$ cat config.mk
export PLATFORM = sky130hd
export DESIGN_NAME = stream_demux2_4b
export DESIGN_NICKNAME = d
export VERILOG_FILES = /design/src/rtl/stream_demux2_4b.sv
export SDC_FILE = /design/constraint.sdc
export NUM_CORES = 1
export LEC_CHECK = 0
export CAP_MARGIN = 20
export CORE_MARGIN = 4
export CORE_UTILIZATION = 47
export CTS_BUF_LIST = sky130_fd_sc_hd__clkbuf_8 sky130_fd_sc_hd__clkbuf_16
export DETAILED_ROUTE_END_ITERATION = 10
export PLACE_DENSITY_LB_ADDON = 0.05
export SKIP_CTS_REPAIR_TIMING = 1
export SLEW_MARGIN = 15
export SYNTH_ARGS = -nofsm -noshare
export SYNTH_HDL_FRONTEND = slang
export SYNTH_SLANG_ARGS = --single-unit
$ cat constraint.sdc
create_clock -name clk -period 2.3 [get_ports clk]
set_input_delay 0.575 -clock clk [delete_from_list [all_inputs] [get_ports clk]]
set_output_delay 0.575 -clock clk [all_outputs]
set_load 0.01 [all_outputs]
$ cat src/rtl/stream_demux2_4b.sv
// Two-way 4-bit stream demultiplexer. Each output has a 2-entry FIFO.
// Define STREAM_DEMUX2_4B_COUNT_EN to add 8-bit delivered-message counters.
//
// Handshake: a transfer happens on any port in a cycle where val && rdy at
// the rising edge. The source holds val/msg while waiting. in_rdy depends
// only on in_sel and registered occupancy, never on out*_rdy.
module stream_demux2_4b (
  input  logic       clk,
  input  logic       reset,
  input  logic       in_val,
  output logic       in_rdy,
  input  logic [3:0] in_msg,
  input  logic       in_sel,
  output logic       out0_val,
  input  logic       out0_rdy,
  output logic [3:0] out0_msg,
  output logic       out1_val,
  input  logic       out1_rdy,
  output logic [3:0] out1_msg
`ifdef STREAM_DEMUX2_4B_COUNT_EN
  ,
  output logic [7:0] out0_count,
  output logic [7:0] out1_count
`endif
);

  logic [3:0] mem  [2][2];
  logic       head [2];
  logic       tail [2];
  logic [1:0] cnt  [2];

  logic       accept;
  logic [1:0] enq;
  logic [1:0] deq;
  logic [1:0] out_rdy;
  logic [1:0] out_val;

  assign out_rdy = {out1_rdy, out0_rdy};

  // Outputs are forced idle while reset is held so nothing stale leaks out.
  assign out_val[0] = !reset && (cnt[0] != 2'd0);
  assign out_val[1] = !reset && (cnt[1] != 2'd0);

  assign in_rdy = !reset && (in_sel ? (cnt[1] < 2'd2) : (cnt[0] < 2'd2));
  assign accept = in_val && in_rdy;
  assign enq[0] = accept && !in_sel;
  assign enq[1] = accept && in_sel;
  assign deq    = out_val & out_rdy;

  assign out0_val = out_val[0];
  assign out1_val = out_val[1];
  assign out0_msg = out_val[0] ? mem[0][head[0]] : 4'b0000;
  assign out1_msg = out_val[1] ? mem[1][head[1]] : 4'b0000;

  always_ff @(posedge clk) begin
    if (reset) begin
      for (int i = 0; i < 2; i++) begin
        head[i]   <= 1'b0;
        tail[i]   <= 1'b0;
        cnt[i]    <= 2'd0;
        mem[i][0] <= 4'b0000;
        mem[i][1] <= 4'b0000;
      end
    end else begin
      for (int i = 0; i < 2; i++) begin
        if (enq[i]) begin
          mem[i][tail[i]] <= in_msg;
          tail[i]         <= ~tail[i];
        end
        if (deq[i]) begin
          head[i] <= ~head[i];
        end
        case ({enq[i], deq[i]})
          2'b10:   cnt[i] <= cnt[i] + 2'd1;
          2'b01:   cnt[i] <= cnt[i] - 2'd1;
          default: cnt[i] <= cnt[i];
        endcase
      end
    end
  end

`ifdef STREAM_DEMUX2_4B_COUNT_EN
  logic [7:0] dcount [2];

  always_ff @(posedge clk) begin
    if (reset) begin
      dcount[0] <= 8'd0;
      dcount[1] <= 8'd0;
    end else begin
      for (int i = 0; i < 2; i++) begin
        if (deq[i]) begin
          dcount[i] <= dcount[i] + 8'd1;
        end
      end
    end
  end

  assign out0_count = dcount[0];
  assign out1_count = dcount[1];
`endif

endmodule

==> flow_summary.toml, run 1 <==
[layout]
area_growth_syn_to_layout_pct = 37.7
final_cell_count_no_fill = 179
fraction_of_final_layout_cells_with_drive_strength_greater_than_1_pct = 23.5
finish.utilization_pct = 69.7
postLayoutCellArea_um2 = 1770
final_nets = 165
antennaDiodeCount = 0

[sta]
tightestPinTransition_ns = 0.261
fmaxAchievable_ghz = 0.443
report.final.slew_viol_count = 0
crit_path_time_final_ns = 2.26
timing.slew.headroom_pct = 82.6
setup_viol = 0
timing.final.crit_share_pct = 98.1
final.setup_skew_ns = 0.00359
fin_ws_ns = 0.0444
hold_viol = 0
tns_ns = 0

[placement]
hpwl_um = 2000
placed_area_um2 = 1640
placer_congestion_estimate = 0.778
place.port_buffers = 20
dp_slack_ns = -0.496
place_inst = 174

[route]
drt-vias-per-instance = 5.17
routedWlPerCell_um = 13.8
vias = 926
postRouteAntennaNets = 0
drt_pass1_iterations = 4
routed_wl_um = 2470
first_iter_violations = 41
residual_drc = 0

[global_routing]
grt_first_pass_wirelength_um = 3980
global_route.usage.total_pct = 15.1
maximum_number_of_pins_on_one_net_before_global_route_repair = 14
number_of_global_route_vias_before_repair = 875
grt-ovfl-total = 0
antenna_found_initial = 0

[die]
die-area_um2 = 3640
io_pins = 21
design.core.area_um2 = 2540
initial_utilization_pct = 50.6
rows = 18
die_y_um = 60.3
die_w_um = 60.3

[setup_path]
worst_setup_path_end_kind = "output pin"
timing.setup.critical_path_class = "input pin to output pin"
critPathMaxFanout = 4
worst_path_required_ns = 1.73
ff2ff_path_depth = 7
cp_data_arrival_time_ns = 1.68
worstReg2RegEnd = "cnt[1][1]"
worstReg2RegStart = "cnt[0][1]"
setup.worst_path.start_class = "input pin"
reg2reg_setup_slack_ns = 0.19

[clocking]
cts_tree = "yes"
clk_pin_slew_worst_paths_ns = 0.08
worst_skew_pair.late_latency_ns = 0.26
clk_root_buffer_cell = "sky130_fd_sc_hd__clkbuf_8"
clock_sink_count = 24
bufs_on_longest_clock_path = 2
h-tree-depth = 1
cts_made_buffers = 3

[flow_run]
maxCapViolations = 0

[min_path]
min-delay-start = "cnt[1][0]"
worst_hold_path_type = "flip-flop to flip-flop"
holdPathEnd = "cnt[1][0]"
min_delay_path_depth = 1

[logic_synthesis]
yosys_register_bits = 24
share_of_flip_flops_with_an_asynchronous_set_or_reset_pct = 0
post_synthesis_instance_area_um2 = 1290
syn-instance-count = 110
dominantRegCellSynth = "sky130_fd_sc_hd__edfxtp_1"
synth_edf_count = 24
synth_cell_type_count = 28
postSynthAreaPerCell_um2 = 11.7
synthesis.nets = 125
synth.yosys.warnings = 0
sequential_element_share_of_the_synthesized_area_pct = 56.0

[run_status]
outcome = "completed"

[power]
power.density_nw_per_um2 = 559
irDropWorstVdd_v = 0.000411
p_leak_nw = 0.905
-- state kept, by name (all words and copies together), names as in the netlist --
name	flops
tail	2
mem	16
head	2
cnt	4
-- worst max path at each step --
stage,startpoint,endpoint,slack (ns),cells past startpoint
6_report,reset,out0_msg[3],0.04,5
2_1_floorplan,reset,cnt[1][1],0.14,6
3_5_place_dp,reset,cnt[1][1],-0.50,8
3_3_place_gp,reset,cnt[1][1],-0.42,9
4_1_cts,reset,in_rdy,-0.41,6
5_1_grt,reset,out0_msg[3],-0.0006,5
-- critical path, stage by stage --
cell	delay, ns
sky130_fd_sc_hd__dlymetal6s2s_1	0.14
sky130_fd_sc_hd__o21bai_4	0.19
sky130_fd_sc_hd__buf_4	0.15
sky130_fd_sc_hd__nor2_1	0.09
sky130_fd_sc_hd__clkdlybuf4s50_1	0.53
-- power breakdown --
part / leakage, nW / internal, mW / switching [mW] / total, mW
combinational: 0.634 / 0.119 / 0.0889 / 0.207
sequential: 0.248 / 0.516 / 0.0253 / 0.541
clock: 0.0231 / 0.119 / 0.123 / 0.242
-- cells in the mapped netlist (2+ instances only) --
cell type | instances | area share (%)
sky130_fd_sc_hd__o21bai_1 | 3 | 1.7
sky130_fd_sc_hd__edfxtp_1 | 24 | 56
sky130_fd_sc_hd__xnor2_1 | 2 | 1.4
sky130_fd_sc_hd__nand2_1 | 2 | 0.58
sky130_fd_sc_hd__nor3_1 | 6 | 2.3
sky130_fd_sc_hd__and2_1 | 9 | 4.4
sky130_fd_sc_hd__ha_1 | 5 | 4.9
sky130_fd_sc_hd__mux2i_1 | 8 | 6.2
sky130_fd_sc_hd__or2_2 | 3 | 1.5
sky130_fd_sc_hd__clkbuf_1 | 2 | 0.58
sky130_fd_sc_hd__and3_1 | 8 | 3.9
sky130_fd_sc_hd__nor2_1 | 13 | 3.8
sky130_fd_sc_hd__nor3b_1 | 2 | 1.2
sky130_fd_sc_hd__nand2b_1 | 2 | 0.97
sky130_fd_sc_hd__inv_1 | 7 | 2.0
sky130_fd_sc_hd__a21o_1 | 2 | 1.2
-- logic make-up after synthesis --
family	Yosys count	share of synthesized area [%]
multiplexers	8	6.22
buffers and inverters	12	3.60
XOR/XNOR	2	1.36
AO/OA/AOI/OAI	8	4.66
flip-flops	24	56.0
AND/OR/NAND/NOR	51	23.3
adder cells (fa/ha/maj)	5	4.86
-- metal layers --
metal | share of wire [%] | track usage [%]
met5 | 0 | 0
met1 | 43 | 19.4
met3 | 7.0 | 2.55
met2 | 50 | 25.5
met4 | 0.36 | 5.70
-- area by class of cell --
| cell class | count | area (µm²) |
|---|---|---|
| clock buffers | 3 | 41.3 |
| multi-input cells | 74 | 569 |
| repair buffers | 39 | 370 |
| fillers | 191 | 772 |
| inverters | 8 | 30.0 |
| clock inverters | 1 | 3.75 |
| flip-flops and latches | 24 | 721 |
| well taps | 30 | 37.5 |
-- cells in the final DEF, fill, tap and decap left out, types with 6 or more instances in the layout --
cell type,Yosys,layout
sky130_fd_sc_hd__edfxtp_1,24,24
sky130_fd_sc_hd__buf_4,0,19
sky130_fd_sc_hd__nor2_1,13,12
sky130_fd_sc_hd__dlymetal6s2s_1,0,11
sky130_fd_sc_hd__and2_1,9,9
sky130_fd_sc_hd__clkdlybuf4s50_1,0,9
sky130_fd_sc_hd__mux2i_1,8,8
sky130_fd_sc_hd__and3_1,8,8
sky130_fd_sc_hd__inv_1,7,7
sky130_fd_sc_hd__nor3_1,6,6
-- through the flow --
step,total power [mW],hold WS [ns]
global route,1.04,0.582
global placement,0.740,0.543
CTS,0.984,0.568
finish,0.991,0.570
floorplan,0.644,0.531
detailed placement,0.747,0.557
Note: power is estimated with default switching activity, not from simulation.
==> run 2: changes to the inputs <==
==> constraint.sdc (replaced) <==
create_clock -name clk -period 1.89 [get_ports clk]
set_input_delay 0.4725 -clock clk [delete_from_list [all_inputs] [get_ports clk]]
set_output_delay 0.4725 -clock clk [all_outputs]
set_load 0.1 [all_outputs]
==> flow_summary.toml, run 2 (synthesized netlist as in run 1, its figures left out) <==
[setup_path]
setup.worst_path.start_class = "flip-flop"
worst_path_required_ns = 1.92
reg2reg_setup_slack_ns = -0.09
ff2ff_path_depth = 7
cp_data_arrival_time_ns = 2.00
critPathMaxFanout = 3
worstReg2RegEnd = "cnt[1][1]"
timing.setup.critical_path_class = "flip-flop to flip-flop"
worst_setup_path_end_kind = "flip-flop"
worstReg2RegStart = "cnt[0][1]"

[route]
residual_drc = 0
vias = 976
max_layer_used = "met4"
routed_wl_um = 2710
met1Wirelength_um = 1120
drt-vias-per-instance = 5.25
dr_wl_met2_um = 1390
postRouteAntennaNets = 0
dr_wl_met3_um = 150
drt_pass1_iterations = 4
routedWlPerCell_um = 14.6
first_iter_violations = 34

[layout]
fraction_of_final_layout_cells_with_drive_strength_greater_than_1_pct = 44.9
antennaDiodeCount = 0
mostFrequentLayoutCell = "sky130_fd_sc_hd__edfxtp_1"
finish.utilization_pct = 80.5
n_fill_cell = 150
largest_register_ffs = 16
final_cell_count_no_fill = 186
area.sequential_um2 = 721
postLayoutCellArea_um2 = 2050
reg.largest.list = "mem x16, cnt x4"
layout.cells.most_common_list = "sky130_fd_sc_hd__edfxtp_1, sky130_fd_sc_hd__buf_4, sky130_fd_sc_hd__buf_12"
final_nets = 172
top_reg_by_flops = "mem"
area_growth_syn_to_layout_pct = 59.1
multi_input_gate_area_in_the_final_layout_um2 = 671

[min_path]
min_delay_path_depth = 1
min-delay-start = "cnt[1][0]"
holdPathEnd = "cnt[1][0]"
worst_hold_path_type = "flip-flop to flip-flop"

[die]
initial_utilization_pct = 50.6
die_w_um = 60.3
io_pins = 21
die_y_um = 60.3
die-area_um2 = 3640
rows = 18
design.core.area_um2 = 2540

[global_routing]
grt-ovfl-total = 0
maximum_number_of_pins_on_one_net_before_global_route_repair = 14
antenna_found_initial = 0
global_route.usage.total_pct = 15.1
number_of_global_route_vias_before_repair = 947
grt_first_pass_wirelength_um = 4000

[sta]
fmaxAchievable_ghz = 0.506
grt_setup_unrepaired = "yes"
fin_ws_ns = -0.0864
crit_path_time_final_ns = 1.98
final.setup_skew_ns = 0.00248
report.final.slew_viol_count = 0
timing.slew.headroom_pct = 80.6
tightestPinTransition_ns = 0.283
timing.final.crit_share_pct = 105
setup_viol = 7
hold_viol = 0

[run_status]
failed_checks = "negative setup slack"
outcome = "finished with violations"

[power]
internal-power_mw = 1.00
pwr-share-comb_pct = 34.7
total_switching_power_mw = 0.459
total_power_mw = 1.46
irDropWorstVdd_v = 0.000520
p_leak_nw = 0.890
power.share.switching_pct = 31.4
seqPwrFrac_pct = 44.9
clkPwrFrac_pct = 20.5
power.density_nw_per_um2 = 713

[placement]
dp_slack_ns = -0.696
place_inst = 175
placed_area_um2 = 1870
place.port_buffers = 20
placer_congestion_estimate = 0.882
hpwl_um = 2030

[clocking]
clk_root_buffer_cell = "sky130_fd_sc_hd__clkbuf_8"
worst_skew_pair.late_latency_ns = 0.26
h-tree-depth = 1
clock_sink_count = 24
bufs_on_longest_clock_path = 2
clk_pin_slew_worst_paths_ns = 0.08
cts_made_buffers = 3
cts_tree = "yes"

[flow_run]
maxCapViolations = 0
==> run 2: cell types whose count changed in the layout (fill, tap and decap cells not counted), sizes merged <==
cell / delta
buf: +18
clkdlybuf4s50: -3
dlymetal6s2s: -8
clkinvlp: +1
inv: -1
==> run 2: critical path, cell delays in order (launching register included) <==
cell and delay (ns):
sky130_fd_sc_hd__edfxtp_1 0.43, sky130_fd_sc_hd__buf_4 0.17, sky130_fd_sc_hd__nor4b_4 0.29, sky130_fd_sc_hd__inv_2 0.08, sky130_fd_sc_hd__ha_4 0.18, sky130_fd_sc_hd__nor4_4 0.29
sky130_fd_sc_hd__nor2_2 0.06, sky130_fd_sc_hd__a31o_2 0.24
==> run 2: final cells by class <==
cell class                 instances  share of cell area [%]
sequential                        24                    35.2
multi-input combinational         74                    32.7
timing repair buffer              46                    26.1
clock buffer                       3                    2.02
inverter                           8                    1.89
tap                               30                    1.83
clock inverter                     1                   0.183
==> run 2: metal layers <==
layer	GRT usage, %	vias to the layer above
li1	-	483
met1	18.4	464
met2	25.9	22
met3	2.55	7
met4	7.59	0
met5	0	-
==> run 2: metrics by stage <==
step	hold slack, ns	TNS [ns]
3_5_place_dp	0.549	-13.85
2_1_floorplan	0.530	-1.51
3_3_place_gp	0.545	-11.24
6_report	0.560	-0.231
5_1_grt	0.583	-1.10
4_1_cts	0.561	-4.12
==> run 2: worst max-delay path by stage <==
stage	start	endpoint	slack, ns	cells after the start
after global routing	cnt[0][1]	cnt[1][1]	-0.18	9
after CTS	reset	cnt[1][1]	-0.41	8
after global placement	reset	cnt[1][1]	-0.62	8
after floorplan	cnt[1][1]	cnt[1][1]	-0.27	8
final	cnt[0][1]	cnt[1][1]	-0.09	7
after detailed placement	reset	cnt[1][1]	-0.70	8
==> run 2: power groups by stage <==
stage	combinational [mW]	sequential [mW]	clock, mW
after floorplan	0.300	0.656	0
after global placement	0.447	0.667	0
after detailed placement	0.453	0.668	0
after CTS	0.455	0.656	0.309
after global routing	0.534	0.660	0.325
final	0.506	0.655	0.299
